## src/rtl/booth_mul_arbiter.sv

```systemverilog
// Round-robin front end that shares one sequential Booth multiplier among NREQ clients:
// captures the winner's operands, re-arms and starts the multiplier, returns product or timeout.
`timescale 1ns/1ps
module booth_mul_arbiter #(
  parameter int NREQ = 4,
  parameter int W    = 8,
  parameter int TMO  = 64
) (
  input  logic              clk,
  input  logic              rst,
  input  logic [NREQ-1:0]   req,
  input  logic [NREQ*W-1:0] opa,
  input  logic [NREQ*W-1:0] opb,
  output logic [NREQ-1:0]   gnt,
  output logic [NREQ-1:0]   rsp_valid,
  output logic [NREQ-1:0]   rsp_err,
  output logic [2*W-1:0]    rsp_data,
  output logic              busy,
  output logic              mul_rst,
  output logic              mul_start,
  output logic [W-1:0]      mul_m,
  output logic [W-1:0]      mul_q,
  input  logic              mul_done,
  input  logic [2*W-1:0]    mul_prod
);

  localparam int IW = (NREQ > 1) ? $clog2(NREQ) : 1;
  localparam int CW = $clog2(TMO + 1);

  localparam logic [2:0] S_IDLE  = 3'd0;
  localparam logic [2:0] S_CLR   = 3'd1;
  localparam logic [2:0] S_START = 3'd2;
  localparam logic [2:0] S_WAIT  = 3'd3;
  localparam logic [2:0] S_RESP  = 3'd4;
  localparam logic [2:0] S_ABORT = 3'd5;

  logic [2:0]      state_r, state_s;
  logic [IW-1:0]   rr_ptr_r, win_r, win_s;
  logic            hit_s, take_s;
  logic [IW:0]     sum_s, cand_s;
  logic [CW-1:0]   cnt_r;
  logic [NREQ-1:0] gnt_r, rsp_valid_r, rsp_err_r;
  logic [2*W-1:0]  rsp_data_r;
  logic            busy_r, mul_rst_r, mul_start_r;
  logic [W-1:0]    mul_m_r, mul_q_r;

  // Round-robin search: first set request at rr_ptr, rr_ptr+1, ... modulo NREQ
  always_comb begin
    win_s  = '0;
    hit_s  = 1'b0;
    sum_s  = '0;
    cand_s = '0;
    take_s = 1'b0;
    for (int k = 0; k < NREQ; k++) begin
      sum_s  = {1'b0, rr_ptr_r} + (IW+1)'(k);
      cand_s = (sum_s >= (IW+1)'(NREQ)) ? (sum_s - (IW+1)'(NREQ)) : sum_s;
      take_s = !hit_s && req[cand_s[IW-1:0]];
      win_s  = take_s ? cand_s[IW-1:0] : win_s;
      hit_s  = hit_s | take_s;
    end
  end

  // Next-state logic of the sharing controller
  always_comb begin
    state_s = state_r;
    case (state_r)
      S_IDLE:  state_s = hit_s ? S_CLR : S_IDLE;
      S_CLR:   state_s = S_START;
      S_START: state_s = S_WAIT;
      S_WAIT: begin
        if (mul_done) begin
          state_s = S_RESP;
        end else if (cnt_r == CW'(TMO - 1)) begin
          state_s = S_ABORT;
        end else begin
          state_s = S_WAIT;
        end
      end
      S_RESP:  state_s = S_IDLE;
      S_ABORT: state_s = S_IDLE;
      default: state_s = S_IDLE;
    endcase
  end

  // State, capture registers and registered outputs; strobes are decoded from the next state
  always_ff @(posedge clk) begin
    if (rst) begin
      state_r     <= S_IDLE;
      rr_ptr_r    <= '0;
      win_r       <= '0;
      cnt_r       <= '0;
      gnt_r       <= '0;
      rsp_valid_r <= '0;
      rsp_err_r   <= '0;
      rsp_data_r  <= '0;
      busy_r      <= 1'b0;
      mul_rst_r   <= 1'b0;
      mul_start_r <= 1'b0;
      mul_m_r     <= '0;
      mul_q_r     <= '0;
    end else begin
      state_r     <= state_s;
      busy_r      <= (state_s != S_IDLE);
      mul_rst_r   <= (state_s == S_CLR) || (state_s == S_ABORT);
      mul_start_r <= (state_s == S_START);
      rsp_valid_r <= (state_s == S_RESP)  ? gnt_r : '0;
      rsp_err_r   <= (state_s == S_ABORT) ? gnt_r : '0;
      case (state_r)
        S_IDLE: begin
          if (hit_s) begin
            win_r   <= win_s;
            gnt_r   <= {{(NREQ-1){1'b0}}, 1'b1} << win_s;
            mul_m_r <= opa[win_s*W +: W];
            mul_q_r <= opb[win_s*W +: W];
          end else begin
            gnt_r   <= '0;
          end
        end
        S_CLR: cnt_r <= '0;
        S_WAIT: begin
          cnt_r <= cnt_r + CW'(1);
          if (mul_done) begin
            rsp_data_r <= mul_prod;
          end else begin
            rsp_data_r <= rsp_data_r;
          end
        end
        S_RESP, S_ABORT: begin
          gnt_r    <= '0;
          rr_ptr_r <= (win_r == IW'(NREQ - 1)) ? '0 : (win_r + IW'(1));
        end
        default: cnt_r <= cnt_r;
      endcase
    end
  end

  // The multiplier is held re-armed for the whole time the block itself is in reset
  assign mul_rst   = rst | mul_rst_r;
  assign gnt       = gnt_r;
  assign rsp_valid = rsp_valid_r;
  assign rsp_err   = rsp_err_r;
  assign rsp_data  = rsp_data_r;
  assign busy      = busy_r;
  assign mul_start = mul_start_r;
  assign mul_m     = mul_m_r;
  assign mul_q     = mul_q_r;

endmodule

```

## config.mk

```make
export PLATFORM = sky130hd
export DESIGN_NAME = booth_mul_arbiter
export DESIGN_NICKNAME = d
export VERILOG_FILES = /design/src/rtl/booth_mul_arbiter.sv
export SDC_FILE = /design/constraint.sdc
export NUM_CORES = 1
export LEC_CHECK = 0
export BUFFER_PORTS_ARGS = -buffer_cell sky130_fd_sc_hd__buf_2
export CORE_ASPECT_RATIO = 1.75
export CORE_MARGIN = 1
export CORE_UTILIZATION = 30
export DETAILED_ROUTE_END_ITERATION = 8
export PLACE_DENSITY = 0.57
export SLEW_MARGIN = 25
export SYNTH_ARGS = -nofsm -noshare
export SYNTH_HDL_FRONTEND = slang
export SYNTH_SLANG_ARGS = --single-unit
export TNS_END_PERCENT = 30
```

## constraint.sdc

```tcl
create_clock -name clk -period 4.39 [get_ports clk]
set_input_delay 0.6585 -clock clk [delete_from_list [all_inputs] [get_ports clk]]
set_output_delay 0.6585 -clock clk [all_outputs]
set_load 0.02 [all_outputs]
```

==> results of run 1 <==
## worst max path at each step
stage	from	endpoint	slack, ns	cells after the start
2_1_floorplan	req[2]	mul_q[0]	2.32	6
3_3_place_gp	req[2]	mul_m[4]	1.85	6
3_5_place_dp	req[2]	mul_m[3]	1.84	6
4_1_cts	rst	mul_rst	2.13	3
5_1_grt	state_r[0]	rsp_data[12]	1.87	5
6_report	rst	mul_rst	2.14	3
## cell usage in the layout (no fill, tap or decap), drive strengths merged
cell	Yosys	final
o21a	2	2
nor3	3	3
or4b	1	1
nor4	4	4
clkbuf	13	15
a21oi	29	29
o22ai	1	1
a22oi	2	2
ha	2	2
inv	4	4
a311oi	1	1
or2	1	1
o21ai	15	15
o211a	1	1
nor3b	1	1
and2	10	10
or4	2	2
o221ai	1	1
nand4b	1	1
a211oi	12	12
dfxtp	61	61
nor2	43	43
and3	12	12
o21bai	2	2
a311o	5	5
buf	11	135
a221oi	11	11
clkinv	0	1
o22a	1	1
a21boi	13	13
nor2b	7	7
mux2i	7	7
nand2	45	45
nand2b	3	3
a32oi	2	2
o41ai	5	5
nand3	15	15
## critical path, cell delays in order
cell and delay (ns):
buf_2 0.53, or2_2 0.23, buf_2 0.16
## stage by stage
| stage | hold slack (ns) | util (%) | std cells | power, mW |
|---|---|---|---|---|
| after detailed placement | 0.445 | 39.2 | 580 | 0.901 |
| after floorplan | 0.440 | - | 349 | 0.795 |
| after global placement | 0.439 | 39.2 | 580 | 0.897 |
| after global routing | 0.471 | 42.2 | 596 | 1.60 |
| final | 0.449 | 42.2 | 596 | 1.52 |
| after CTS | 0.452 | 42.2 | 596 | 1.54 |
## cell families (layout without fill, tap and decap cells)
group	Yosys count	after routing	synth area share, %
AND/OR/NAND/NOR	148	148	24.8
AO/OA/AOI/OAI	103	103	24.6
flip-flops	61	61	42.7
buffers and inverters	28	155	4.51
multiplexers	7	7	2.45
adder cells (fa/ha/maj)	2	2	0.876
## state kept, by name, summed over array words and instances (netlist names)
signal	count
gnt	4
mul_rst_r	1
cnt_r	7
rr_ptr_r	2
rsp_valid	4
state_r	3
mul_m	8
rsp_data	16
win_r	2
rsp_err	4
busy	1
mul_q	8
mul_start	1
## area by class of cell
class | instances | area, µm²
timing repair buffer | 135 | 681
clock inverter | 1 | 5.00
multi-input combinational | 260 | 1530
tap | 120 | 150
fill | 978 | 5290
clock buffer | 15 | 268
inverter | 4 | 15.0
sequential | 61 | 1220
## power groups by stage
stage	sequential (mW)	combinational [mW]	clock [mW]
after floorplan	0.655	0.140	0
after global placement	0.627	0.270	0
after detailed placement	0.628	0.273	0
after CTS	0.617	0.274	0.653
after global routing	0.621	0.300	0.682
final	0.617	0.272	0.632
## per-layer routing
metal / part of all wire, % / wire length, µm / global-route usage, % / vias up
met1: 39 / 3170 / 17.3 / 1363
met3: 5.5 / 451 / 3.99 / 15
met4: 2.6 / 211 / 8.64 / 0
met5: 0 / 0 / 0 / -
met2: 53 / 4330 / 30.3 / 115
li1: - / - / - / 1501
==> impl_results.md, run 1 <==
* Unique masters post-synth at 43
* WL/cell at 13.7 µm
* Proportion of netlist area held by the largest area contributor at approximately 43%
* Share of total power in the clock network at a little over two fifths
* Max Cap Viol at 0
* Vias in the first global route at around 2900
* Placer Congestion at around 0.85
* DR iter-0 viols at 98
* #FFs+latches synth at 61
* Peak VDD IR at roughly 0.00018 V
* GRT overflow at 0
* Total negative slack at 0 ns
* Pwr Density at slightly below 400 nW/µm²
* Num Clock Sinks at 61
* Clock transition at the registers of the reported paths at roughly 0.050 ns
* Final hold viol count at 0
* Clock Skew at about 0.0065 ns
* Worst EP required at around 3.7 ns
* Initial antenna violation count at 0
* Die Ht at ~130 µm
* Vias per inst at around 5.0
* CTS tree: done
* Switching share of power at a little over a quarter
* Largest area contributor in the synthesized netlist: dfxtp_1
* Layout overhead on the synthesized area at 35.2%
* Die Area at a little under 10000 µm²
* Net switching power at approximately 0.4 mW
* Nets at 560
* DR vias at ~3000
* # rows at 46
* Post-CTS Setup Bufs at 0
* DP HPWL at 6110 µm
* Outcome: complete, no violations
* DRC violations left at 0
* Max-slew headroom at 38.9%
* Dpl cell area at roughly 3600 µm²
* Post-route minimum period at between 2 and 2.5 ns
* Post-synth top cells: dfxtp_1, nand2_1, nor2_1, a21oi_1, nand3_1
* Worst hold stages at 2
* Internal power at around 1.1 mW
* Drt first pass iters at 4
* Crit path max fanout at 36
* IO Port Bufs at 133
* Hold Path Origin: rsp_data[10]
* Global-route wire length before repair at roughly 13000 µm
* Flop pwr share at about 40%
* DRT Wirelength at 8170 µm
* Post-CTS sizing at 0
* Crit path DAT at approximately 1.6 ns
* Post-Syn Nets at approximately 440
* Class of the most critical setup path: in2out
* CTS Hold Bufs at 0
* Critical Path End Type: primary output
* CTS buffer count at 9
* H-tree level count at 3
* Static Leak at roughly 1.7 nW
* Part of the Yosys area used for sequential elements at a little over two fifths
* FF-to-FF End: rsp_data[12]
* Cell area after layout at a little under 4000 µm²
* Post-synth EDFFs at 0
* Mapped Cells at between 300 and 400
* Clk buf depth at 2
* Synth top area cells: dfxtp_1, nand2_1, nor2_1
* Antenna diodes at 0
* Unrepaired setup endpoints after global routing: false
* Reg2Reg Depth at 5
* Reg2reg start: state_r[0]
* Mapped Area at 2860 µm²
* Hold endpoint: rsp_data[10]
* Primary FF master, synth: dfxtp_1
* Die Wd at 75.8 µm
* Max Slew Vio Count at 0
* Yosys warnings at 0
* Final WS setup at 2.14 ns
* Io pins at about 130
* Final Cycle Share at roughly half
* Post-route ant nets at 0
* Asr flop ratio synth at 0%
* Combinational share of power at approximately 18%
* Layout cell share with drive strength beyond 1 at about a third
* Starting utilization of the core area at approximately 31%
* Skew-Pair Late Insertion Delay at between 0.3 and 0.4 ns
* HP Class: reg2reg
* Largest net degree at the start of global routing at 37
* Place WS at about 1.8 ns
* Worst Max-Slew Pin Slew at about 0.91 ns
* GRT Total Usage at 16.9%
* Mean post-synth cell area at about 8.2 µm²
* Core area at 9150 µm²
* Crit path launch type: input pin
* Clock Tree Root: clkbuf_16
* Final setup viols at 0
* Top-count cell post-synth: dfxtp_1
* R2R Setup Slk at ~2.2 ns
* Fmax at 0.444 GHz
Note: power is estimated with default switching activity, not from simulation.
==> run 2, diff against run 1 <==
==> constraint.sdc (replaced) <==
create_clock -name clk -period 2.19 [get_ports clk]
set_input_delay 0.3285 -clock clk [delete_from_list [all_inputs] [get_ports clk]]
set_output_delay 0.3285 -clock clk [all_outputs]
set_load 0.02 [all_outputs]
==> run 2 against run 1 <==
  * Routed wire length down 3.2%
  * Combinational power rose by 110%
  * Via count rose by 0.23%
  * Global-route usage down 0.13 points
  * Highest routed layer unchanged
  * Cell count is 2.3% higher
  * Critical path type is now reg2reg
  * Largest cell class unchanged
  * Worst setup slack worse by 1.8 ns
  * Sequential share of layout area is 1.2 points lower
  * Count of clock-buffer cells in the layout shrank 6
  * Sequential cell count unchanged
==> impl_results.md, run 2 (synthesis gave the netlist of run 1 again) <==
* Layout cell share with drive strength beyond 1 at 34.9% (was 32.4%)
* Post-CTS sizing at 0 (unchanged)
* Initial antenna violation count at 0 (unchanged)
* Peak VDD IR at 0.000389 V (was 0.000179 V)
* Class of the most critical setup path: reg2reg (was in2out)
* Commonest cells after routing, fill and taps aside: buf_2, dfxtp_1, nand2_1 (unchanged)
* Vias in the first global route at 2860 (was 2924)
* Core area at 9150 µm² (unchanged)
* DP HPWL at 6060 µm (was 6110 µm)
* Nets at 574 (was 560)
* Crit path DAT at 2.09 ns (was 1.60 ns)
* Final setup viols at 0 (unchanged)
* Max reg flops at 16 (unchanged)
* Largest net degree at the start of global routing at 45 (was 37)
* Clock transition at the registers of the reported paths at 0.06 ns (was 0.05 ns)
* Total negative slack at 0 ns (unchanged)
* Die Ht at 131 µm (unchanged)
* Die Area at 9940 µm² (unchanged)
* Commonest non-fill, non-tap cell in the layout: buf_2 (unchanged)
* Post-route ant nets at 0 (unchanged)
* Crit path max fanout at 7 (was 36)
* Pwr Density at 821 nW/µm² (was 394 nW/µm²)
* Clock Tree Root: clkbuf_16 (unchanged)
* Clock Skew at 0.00525 ns (was 0.00648 ns)
* Drt first pass iters at 4 (unchanged)
* GRT Total Usage at 16.8% (was 16.9%)
* CTS tree: done (unchanged)
* GRT overflow at 0 (unchanged)
* DR vias at 3001 (was 2994)
* Antenna diodes at 0 (unchanged)
* IO Port Bufs at 133 (unchanged)
* Post-route minimum period at approximately 1.9 ns
* R2R Setup Slk at 0.32 ns (was 2.17 ns)
* DR iter-0 viols at 100 (was 98)
* Die Wd at 75.8 µm (unchanged)
* # rows at 46 (unchanged)
* HP Class: in2reg (was reg2reg)
* Critical Path End Type: register (was primary output)
* Io pins at 134 (unchanged)
* Global-route wire length before repair at 12900 µm (was 13000 µm)
* Crit path launch type: register (was input pin)
* DRT Wirelength at 7900 µm (was 8170 µm)
* Clk buf depth at 2 (unchanged)
* Num Clock Sinks at 61 (unchanged)
* Placer Congestion at 0.808 (was 0.854)
* Skew-Pair Late Insertion Delay at 0.32 ns (about the same)
* Static Leak at 1.81 nW (was 1.72 nW)
* Starting utilization of the core area at 31.2% (unchanged)
* Core Util, Final at 43.9% (was 42.2%)
* Max-slew headroom at 58.4% (was 38.9%)
* Post-CTS Setup Bufs at 0 (unchanged)
* Max Cap Viol at 0 (unchanged)
* Worst EP required at 2.41 ns (was 3.73 ns)
* Max Slew Vio Count at 0 (unchanged)
* Layout overhead on the synthesized area at 40.6% (was 35.2%)
* WL/cell at 13.0 µm (was 13.7 µm)
* CTS Hold Bufs at 0 (unchanged)
* Worst Max-Slew Pin Slew at 0.624 ns (was 0.908 ns)
* Final Cycle Share at approximately 85%
* CTS buffer count at 9 (unchanged)
* DRC violations left at 0 (unchanged)
* Fmax at about 0.53 GHz
* Outcome: complete, no violations (unchanged)
* Vias per inst at 4.92 (was 5.02)
* H-tree level count at 3 (unchanged)
* Final hold viol count at 0 (unchanged)
* Unrepaired setup endpoints after global routing: false (unchanged)
-- run 2: cell count changes in the layout (fill, tap and decap cells not counted), sizes merged --
cell      before  now
clkinv         1    3
clkbuf        15    9
bufinv         0    2
buf          135  149
clkinvlp       0    1
inv            4    5
-- run 2: worst max-delay path: stages, from the launching register on --
cell and delay (ns):
dfxtp_1 0.42, nor2b_1 0.11, or4b_4 0.52, and2_1 0.29, mux2i_1 0.17, o41ai_1 0.25
-- run 2: path summary, 6_finish.rpt --
| path | start | end | cells past startpoint |
|---|---|---|---|
| max | rr_ptr_r[0] | mul_q[2] | 5 |
| min | mul_prod[11] | rsp_data[11] | 3 |
| max reg2reg | rr_ptr_r[0] | mul_q[2] | 5 |
| min reg2reg | rsp_data[5] | rsp_data[5] | 2 |
-- run 2: metrics by stage --
stage	hold WS [ns]	worst slack (ns)	instances	total power [mW]	cell area (µm²)
after floorplan	0.440	0.448	349	1.59	2860
after global placement	0.439	0.0388	594	1.82	3690
after detailed placement	0.445	-0.0754	594	1.83	3690
after CTS	0.234	0.0265	610	3.35	4010
after global routing	0.238	0.170	610	3.47	4020
final	0.244	0.320	610	3.30	4020
-- run 2: power breakdown --
group	leakage [nW]	internal (mW)	switching, mW
Combinational	1.16	0.240	0.333
Clock	0.156	1.00	0.501
Sequential	0.498	1.18	0.0435
-- run 2: final cells by class --
cell class,instances,area (µm²)
fillers,937,5130
multi-input cells,260,1520
flip-flops and latches,61,1220
repair buffers,149,786
clock buffers,9,225
well taps,120,150
clock inverters,7,98.8
inverters,4,15.0
-- run 2: per-layer routing --
| layer | vias up | wire length, µm | track usage (%) |
|---|---|---|---|
| li1 | 1532 | - | - |
| met1 | 1352 | 3030 | 17.9 |
| met2 | 103 | 4280 | 29.9 |
| met3 | 14 | 388 | 3.53 |
| met4 | 0 | 197 | 7.92 |
| met5 | - | 0 | 0 |
